File: src/rtl/tone_pkg.sv
// Shared definitions for the tone generator / tone meter family.
// Holds the default system clock, helpers that turn a tone frequency into a
// period in clock cycles, the default accepted period window and the FSM
// state encoding shared with the frequency_generator users.
package tone_pkg;

   localparam int DEFAULT_CLOCK_FREQUENCY = 12000000;
   localparam int MAX_TONE_HZ             = 20000;
   localparam int MIN_TONE_HZ             = 20;

   // Number of clock cycles in one period of a tone at toneHz.
   function automatic int cyclesPerHz(input int clockHz, input int toneHz);
      return clockHz / toneHz;
   endfunction

   // Tone frequency implied by a period measured in clock cycles.
   function automatic int hzFromCycles(input int clockHz, input int cycles);
      return (cycles == 0) ? 0 : clockHz / cycles;
   endfunction

   localparam int DEFAULT_MIN_PERIOD_CYCLES = cyclesPerHz(DEFAULT_CLOCK_FREQUENCY, MAX_TONE_HZ);
   localparam int DEFAULT_TIMEOUT_CYCLES    = cyclesPerHz(DEFAULT_CLOCK_FREQUENCY, MIN_TONE_HZ);

   typedef enum logic {
      IDLE    = 1'b0,
      MEASURE = 1'b1
   } tone_state_t;

endpackage

File: src/rtl/edge_synchronizer.sv
// Brings an asynchronous pin into the clock domain through two flops and
// produces a one-cycle pulse on each synchronised rising edge.
module edge_synchronizer (
   input  logic i_clock,
   input  logic i_reset_n,
   input  logic i_async,
   output logic o_rise
);

   logic r_meta;
   logic r_sync;
   logic r_prev;

   // Two-stage synchroniser plus a delayed copy used for edge detection.
   always_ff @(posedge i_clock) begin
      if (!i_reset_n) begin
         r_meta <= 1'b0;
         r_sync <= 1'b0;
         r_prev <= 1'b0;
      end else begin
         r_meta <= i_async;
         r_sync <= r_meta;
         r_prev <= r_sync;
      end
   end

   assign o_rise = r_sync & ~r_prev;

endmodule

File: src/rtl/tone_period_meter.sv
// Measures the period of an external square wave in clock cycles.
// Rising edges closer together than MIN_PERIOD_CYCLES are treated as glitches,
// 2**AVG_LOG2 accepted periods are averaged before each report, and a gap of
// TIMEOUT_CYCLES without an accepted edge drops the meter back to silence.
module tone_period_meter
   import tone_pkg::*;
#(
   parameter int CLOCK_FREQUENCY   = DEFAULT_CLOCK_FREQUENCY,
   parameter int CNT_WIDTH         = 20,
   parameter int MIN_PERIOD_CYCLES = cyclesPerHz(CLOCK_FREQUENCY, MAX_TONE_HZ),
   parameter int TIMEOUT_CYCLES    = cyclesPerHz(CLOCK_FREQUENCY, MIN_TONE_HZ),
   parameter int AVG_LOG2          = 2
) (
   input  logic                 i_clock,
   input  logic                 i_reset_n,
   input  logic                 i_tone_in,
   output logic [CNT_WIDTH-1:0] o_period,
   output logic                 o_period_valid,
   output logic                 o_present,
   output logic                 o_timeout
);

   localparam int ACC_WIDTH    = CNT_WIDTH + AVG_LOG2;
   localparam int SAMPLE_WIDTH = AVG_LOG2 + 1;

   localparam logic [CNT_WIDTH-1:0]    MIN_PERIOD  = CNT_WIDTH'(MIN_PERIOD_CYCLES);
   localparam logic [CNT_WIDTH-1:0]    LAST_COUNT  = CNT_WIDTH'(TIMEOUT_CYCLES - 1);
   localparam logic [SAMPLE_WIDTH-1:0] LAST_SAMPLE = SAMPLE_WIDTH'((1 << AVG_LOG2) - 1);

   tone_state_t             r_state;
   logic [CNT_WIDTH-1:0]    r_count;
   logic [ACC_WIDTH-1:0]    r_acc;
   logic [SAMPLE_WIDTH-1:0] r_samples;
   logic [CNT_WIDTH-1:0]    r_period;
   logic                    r_period_valid;
   logic                    r_present;
   logic                    r_timeout;

   logic                    w_rise;
   logic [CNT_WIDTH-1:0]    w_sample;
   logic                    w_accept;
   logic [ACC_WIDTH-1:0]    w_sum;

   edge_synchronizer u_sync (
      .i_clock   (i_clock),
      .i_reset_n (i_reset_n),
      .i_async   (i_tone_in),
      .o_rise    (w_rise)
   );

   // The counter restarts at zero on the accepted rise, so the number of cycles
   // since that rise is one more than the count seen at the next rise.
   assign w_sample = r_count + CNT_WIDTH'(1);
   assign w_accept = (r_state == MEASURE) && w_rise && (w_sample >= MIN_PERIOD);
   assign w_sum    = r_acc + ACC_WIDTH'(w_sample);

   // Measurement FSM: period counting, glitch rejection, averaging and silence detection.
   always_ff @(posedge i_clock) begin
      if (!i_reset_n) begin
         r_state        <= IDLE;
         r_count        <= '0;
         r_acc          <= '0;
         r_samples      <= '0;
         r_period       <= '0;
         r_period_valid <= 1'b0;
         r_present      <= 1'b0;
         r_timeout      <= 1'b0;
      end else begin
         r_period_valid <= 1'b0;
         r_timeout      <= 1'b0;
         case (r_state)
            IDLE: begin
               r_count <= '0;
               if (w_rise) begin
                  r_state <= MEASURE;
               end
            end
            MEASURE: begin
               if (w_accept) begin
                  r_count <= '0;
                  if (r_samples == LAST_SAMPLE) begin
                     r_period       <= CNT_WIDTH'(w_sum >> AVG_LOG2);
                     r_period_valid <= 1'b1;
                     r_present      <= 1'b1;
                     r_acc          <= '0;
                     r_samples      <= '0;
                  end else begin
                     r_acc     <= w_sum;
                     r_samples <= r_samples + SAMPLE_WIDTH'(1);
                  end
               end else if (r_count == LAST_COUNT) begin
                  r_state   <= IDLE;
                  r_count   <= '0;
                  r_present <= 1'b0;
                  r_timeout <= 1'b1;
                  r_acc     <= '0;
                  r_samples <= '0;
               end else begin
                  r_count <= r_count + CNT_WIDTH'(1);
               end
            end
         endcase
      end
   end

   assign o_period       = r_period;
   assign o_period_valid = r_period_valid;
   assign o_present      = r_present;
   assign o_timeout      = r_timeout;

endmodule

File: config.mk
export PLATFORM = sky130hd
export DESIGN_NAME = tone_period_meter
export DESIGN_NICKNAME = d
export VERILOG_FILES = /design/src/rtl/tone_pkg.sv /design/src/rtl/edge_synchronizer.sv /design/src/rtl/tone_period_meter.sv
export SDC_FILE = /design/constraint.sdc
export NUM_CORES = 1
export LEC_CHECK = 0
export BUFFER_PORTS_ARGS = -buffer_cell sky130_fd_sc_hd__buf_4
export CORE_MARGIN = 8
export CORE_UTILIZATION = 55
export CTS_CLUSTER_SIZE = 10
export DETAILED_ROUTE_END_ITERATION = 6
export PLACE_DENSITY = 0.73
export SLEW_MARGIN = 10
export SYNTH_ARGS = -nofsm -noshare
export SYNTH_HDL_FRONTEND = slang
export SYNTH_SLANG_ARGS = --single-unit
File: constraint.sdc
create_clock -name i_clock -period 5.6 [get_ports i_clock]
set_input_delay 0.28 -clock i_clock [delete_from_list [all_inputs] [get_ports i_clock]]
set_output_delay 0.28 -clock i_clock [all_outputs]
set_load 0.1 [all_outputs]
# [Word-level counts from Yosys, hierarchy flattened]
# Index checks and enable logic that the tools add are counted.
[word_totals] elab_cells=48 regBits=72 out_inout_bits=23 in_bits=3
[classes] reduce_logical=8 muxes=18 eq_ne=3 n_lt_le_gt_ge=1 bitwise_logic=4 add_sub_neg=3
[ops] op="22-bit 2-to-1 mux" count=3
[ops] op="20-bit 2-to-1 mux" count=2
[ops] op="20-bit one-hot mux with 2 select lines" count=1
[ops] op="22-bit by 20-bit adder with 22-bit output" count=1
[ops] op="20-bit by 1-bit adder with 20-bit output, second input constant" count=1
[ops] op="20-bit equality test, second input constant" count=1
[ops] op="20-bit by 10-bit greater-or-equal comparator with 1-bit output, second input constant" count=1
[ops] op="3-bit 2-to-1 mux" count=3
[ops] op="3-bit AND reduction" count=3
[ops] op="1-bit 2-to-1 mux" count=8
[ops] op="3-bit by 1-bit adder with 3-bit output, second input constant" count=1
[ops] op="3-bit by 2-bit equality test with 1-bit output, second input constant" count=1
[ops] op="1-bit inverter" count=3
[ops] op="3-bit OR reduction" count=1
[ops] op="1-bit logical AND" count=2
[ops] op="2-bit by 1-bit inequality test with 1-bit output, second input constant" count=1
[ops] op="1-bit one-hot mux with 2 select lines" count=1
[ops] op="2-bit AND reduction" count=1
[ops] op="2-bit nonzero test" count=1
[ops] op="1-bit AND" count=1

# [Logic depth before layout (Yosys ltp)]
[logic_depth] word_depth=6 ltp_mapped=14

# [Hierarchy]
# A second synthesis with hierarchy kept.
[hier_totals] cells_unflattened=485 area_unflattened_um2=4335.4
[by_module_without_submodules] mod="tone_period_meter" n_inst=1 cells_per_inst=478 area_per_inst_um2=4242.8 seq_area_each_um2=1381.3
[by_module_without_submodules] mod="edge_synchronizer" n_inst=1 cells_per_inst=7 area_per_inst_um2=92.6 seq_area_each_um2=60.1

# [Worst setup path after synthesis]
# Ideal clock, no wire load.
[synth_timing] kind="flip-flop to flip-flop" startpoint="register r_count[0]" endpoint="register r_period[19] (netlist: o_period[19])" period_less_slack_ps=3195 setup_ps=142 t_arrival_ps=3053 stages_incl_launch_ff=14 required_ps=5458 slack_ps=2405 cell_sequence="dfxtp_1 ha_1 and2_1 nand2_1 xnor2_1 ha_1 a21o_1 a31o_2 a221o_1 o211ai_1 o311ai_0 nand4_1 nor3b_1 a311oi_1"
[synth_between] elab_chain_len=4
[synth_rtl] item="start, declared" line="tone_period_meter.sv:31" text="logic [CNT_WIDTH-1:0] r_count;"
[synth_rtl] item="start signal, assigned" line="tone_period_meter.sv:99" text="r_count <= r_count + CNT_WIDTH'(1);"
[synth_rtl] item="20-bit by 1-bit adder with 20-bit output (*)" line="tone_period_meter.sv:53" text="assign w_sample = r_count + CNT_WIDTH'(1);"
[synth_rtl] item="net w_sample[4]" line="tone_period_meter.sv:40" text="logic [CNT_WIDTH-1:0] w_sample;"
[synth_rtl] item="20-bit by 10-bit greater-or-equal comparator with 1-bit output" line="tone_period_meter.sv:54" text="assign w_accept = (r_state == MEASURE) && w_rise && (w_sample >= MIN_PERIOD);"
[synth_rtl] item="1-bit logical AND" line="tone_period_meter.sv:54"
[synth_rtl] item="3-bit AND reduction (no line)"
[synth_rtl] item="end signal, assigned" line="tone_period_meter.sv:82" text="r_period <= CNT_WIDTH'(w_sum >> AVG_LOG2);"
[synth_rtl] item="end, declared" line="tone_period_meter.sv:34" text="logic [CNT_WIDTH-1:0] r_period;"
# The timed path passes the listed nets; every way through them passes the cells marked *.
# A chain may end at the register's enable or synchronous reset.

# [Worst setup path in the final report]
[layout_timing] startpoint="register r_count[0]" endpoint="register r_period[19] (netlist: o_period[19])"
[layout_between] elab_chain_len=4
[layout_rtl] item="20-bit by 1-bit adder with 20-bit output (*)" line="tone_period_meter.sv:53"
[layout_rtl] item="20-bit by 10-bit greater-or-equal comparator with 1-bit output" line="tone_period_meter.sv:54"
[layout_rtl] item="1-bit logical AND" line="tone_period_meter.sv:54"
[layout_rtl] item="3-bit AND reduction (no line)"
# Mark *: on every way between the ends. The rest lies on a longest branch, timed or not.

==> out/metrics.cfg <==
[run_status]
run_status = finished, final reports clean

[final_layout]
final_nets = 515
most_frequent_cells_in_the_layout = sky130_fd_sc_hd__dfxtp_1, sky130_fd_sc_hd__nor2_1, sky130_fd_sc_hd__nand2_1
layout-drive-gt1-share_pct = 11.0
design_area_um2 = 4480
finalCoreUtilization_pct = 62.5
filler_cell_count = 628
layout_commonest_cell = sky130_fd_sc_hd__dfxtp_1
flow.area_growth_from_synthesis_pct = 10.7
multi_input_area_um2 = 2440
sequential_cell_area_um2 = 1440
antenna_cells_inserted = 0

[timing]
setup_viol = 0
tightestPinTransition_ps = 1060
max_transition_viols_final = 0
timing.slew.headroom_pct = 29.1
finalClockSkew_ps = 13.0
totalNegativeSetupSlack_ps = 0
layout_min_cycle_time_ps = 3920
finalHoldViolCount = 0
fmax_mhz = 255
grt_setup_unrepaired = false
finalHoldWorstSlack_ps = 151
final.period_utilization_pct = 70.0

[logic_synthesis]
synth_seq_cells = 72
syn_inst = 472
async_flop_share_pct = 0
post_syn_area_um2 = 4050
yosys.cell_types.count = 66
postSynthAreaPerCell_um2 = 8.58
synth-edff-count = 0
postSynthNetCount = 502
yosysSeqAreaShare_pct = 35.6
synthesis.yosys.warnings = 0
synthFlopType = sky130_fd_sc_hd__dfxtp_1

[cts]
buffer_cell_driving_the_clock_tree_root = sky130_fd_sc_hd__clkbuf_8
clk_pin_slew_worst_paths_ps = 80
cts-resized-gates = 0
clock_latency_ps = 350
cts_tree = done
cts.sinks = 72
cts-htree-levels = 3
post_cts_buffers = 0
max_clock_buf_depth = 2
numCtsBuffers = 9
ctsHoldBuffers = 0

[global_route]
grt_start_max_net_pins = 37
grt_antenna_before_repair = 0
track_usage_pct = 18.7
via_count_of_the_first_global_routing_pass = 3169
first_pass_grt_wire_length_um = 15300
globalRouteOverflowTotal = 0

[critical_path]
critical_path.slowest_cell = sky130_fd_sc_hd__o311ai_0
worst_path_largest_cell_delay_ps = 700
cells_traversed_along_the_worst_timing_path = ha_1 -> nand2_1 -> nor3_2 -> and3_1 -> xor2_1 -> ha_1 -> o21a_1 -> nor2_1 -> a21oi_1 -> o211ai_1 -> o311ai_0 -> a21oi_1 -> nor3b_1 -> a311oi_1
worstSetupEndpointType = flip-flop
worstSetupPathType = flip-flop to flip-flop
cp.arrival_ps = 4090
highest_fanout_seen_on_the_critical_path = 7
startpoint_type = flip-flop
crit_buf_inv = 0
crit_required_ps = 5770
cpLargestDelayFamily = compound AO/OA/AOI/OAI gates

[pwr]
vdd.ir_drop.worst_v = 0.000183
power_density_nw_per_um2 = 220
standby_leakage_power_nw = 1.88
power_frac_seq_pct = 52.0
switching_share_pct = 21.9
cellInternalPower_mw = 0.772
power.net_switching_mw = 0.216
combinationalPowerShare_pct = 1.2
p_clk_share_pct = 46.8
post-layout-total-power_mw = 0.988

[route]
final_antenna_net_count = 0
first_iter_violations = 171
number_of_remaining_drc_errors = 0
vias = 3401
dr.pass1.iters = 5
wire_per_inst_um = 15.7
via_per_inst = 5.77
wl_um = 9240

[placed_design]
last_weighted_congestion_value_of_the_routability_driven_placer = 0.895
placedInstanceArea_um2 = 4260
port-buffer-count = 25
place.detailed.hpwl_um = 6930

[floorplan]
std_cell_rows = 31
start_util_pct = 56.4
dieWidth_um = 102
top_level_ports = 26
floorplan.die.height_um = 102
fp.dieArea_um2 = 10400
core_um2 = 7180

[hold_path]
hold_wc_path_type = primary input to flip-flop

[run]
drv_cap = 0

metrics by stage:
| step | instances | setup slack (ps) |
|---|---|---|
| CTS | 589 | 1760 |
| detailed placement | 573 | 1830 |
| global placement | 573 | 2020 |
| floorplan | 472 | 2410 |
| global route | 589 | 1330 |
| finish | 589 | 1680 |
layout make-up:
cell class                 count  area share, %
clock inverter                 7           2.26
timing repair buffer          26           4.36
sequential                    72           32.2
inverter                      14           1.17
multi-input combinational    362           54.5
tap                           99           2.76
clock buffer                   9           2.76
synth_stat cells (9+ instances only):
cell type	n	share of area [%]
sky130_fd_sc_hd__a21oi_1	28	3.5
sky130_fd_sc_hd__a22oi_1	20	3.7
sky130_fd_sc_hd__buf_2	12	1.5
sky130_fd_sc_hd__clkbuf_1	9	0.83
sky130_fd_sc_hd__dfxtp_1	72	36
sky130_fd_sc_hd__ha_1	26	8.0
sky130_fd_sc_hd__inv_1	13	1.2
sky130_fd_sc_hd__mux2i_1	10	2.5
sky130_fd_sc_hd__nand2_1	31	2.9
sky130_fd_sc_hd__nand3_1	20	2.5
sky130_fd_sc_hd__nor2_1	55	5.1
sky130_fd_sc_hd__nor2b_1	21	3.2
sky130_fd_sc_hd__nor3_1	11	1.4
sky130_fd_sc_hd__o21ai_0	12	1.5
sky130_fd_sc_hd__xnor2_1	21	4.5
sky130_fd_sc_hd__xor2_1	14	3.0
path summary, 6_finish.rpt:
path	from	cells after the start	end	slack [ps]
max	r_count[0]	14	o_period[19]	1680
min reg2reg	u_sync.r_meta	1	u_sync.r_sync	430
min	i_tone_in	2	u_sync.r_meta	150
max reg2reg	r_count[0]	14	o_period[19]	1680
logic make-up (layout without fill, tap and decap cells):
family / count (synthesis) / in the layout / synth area share [%]
buffers and inverters: 38 / 56 / 4.20
adder cells (fa/ha/maj): 27 / 27 / 8.53
flip-flops: 72 / 72 / 35.6
AO/OA/AOI/OAI: 109 / 109 / 18.4
multiplexers: 10 / 10 / 2.47
AND/OR/NAND/NOR: 181 / 181 / 23.2
XOR/XNOR: 35 / 35 / 7.57
power groups by stage:
| stage | clock (mW) | combinational, mW | sequential [mW] |
|---|---|---|---|
| floorplan | 0 | 0.00907 | 0.526 |
| global placement | 0 | 0.0120 | 0.526 |
| detailed placement | 0 | 0.0121 | 0.526 |
| CTS | 0.473 | 0.0121 | 0.514 |
| global route | 0.496 | 0.0133 | 0.514 |
| finish | 0.462 | 0.0119 | 0.514 |
registers in the layout (all words and copies together), names as in the netlist, 3 cells and up:
name       flops
r_count       20
r_acc         22
r_samples      3
o_period      20
routing by layer:
layer	wire, µm	track usage [%]
met2	4000	28.8
met5	0	0
met4	155	8.13
met1	4680	24.6
met3	401	3.92
Note: power is estimated with default switching activity, not from simulation.
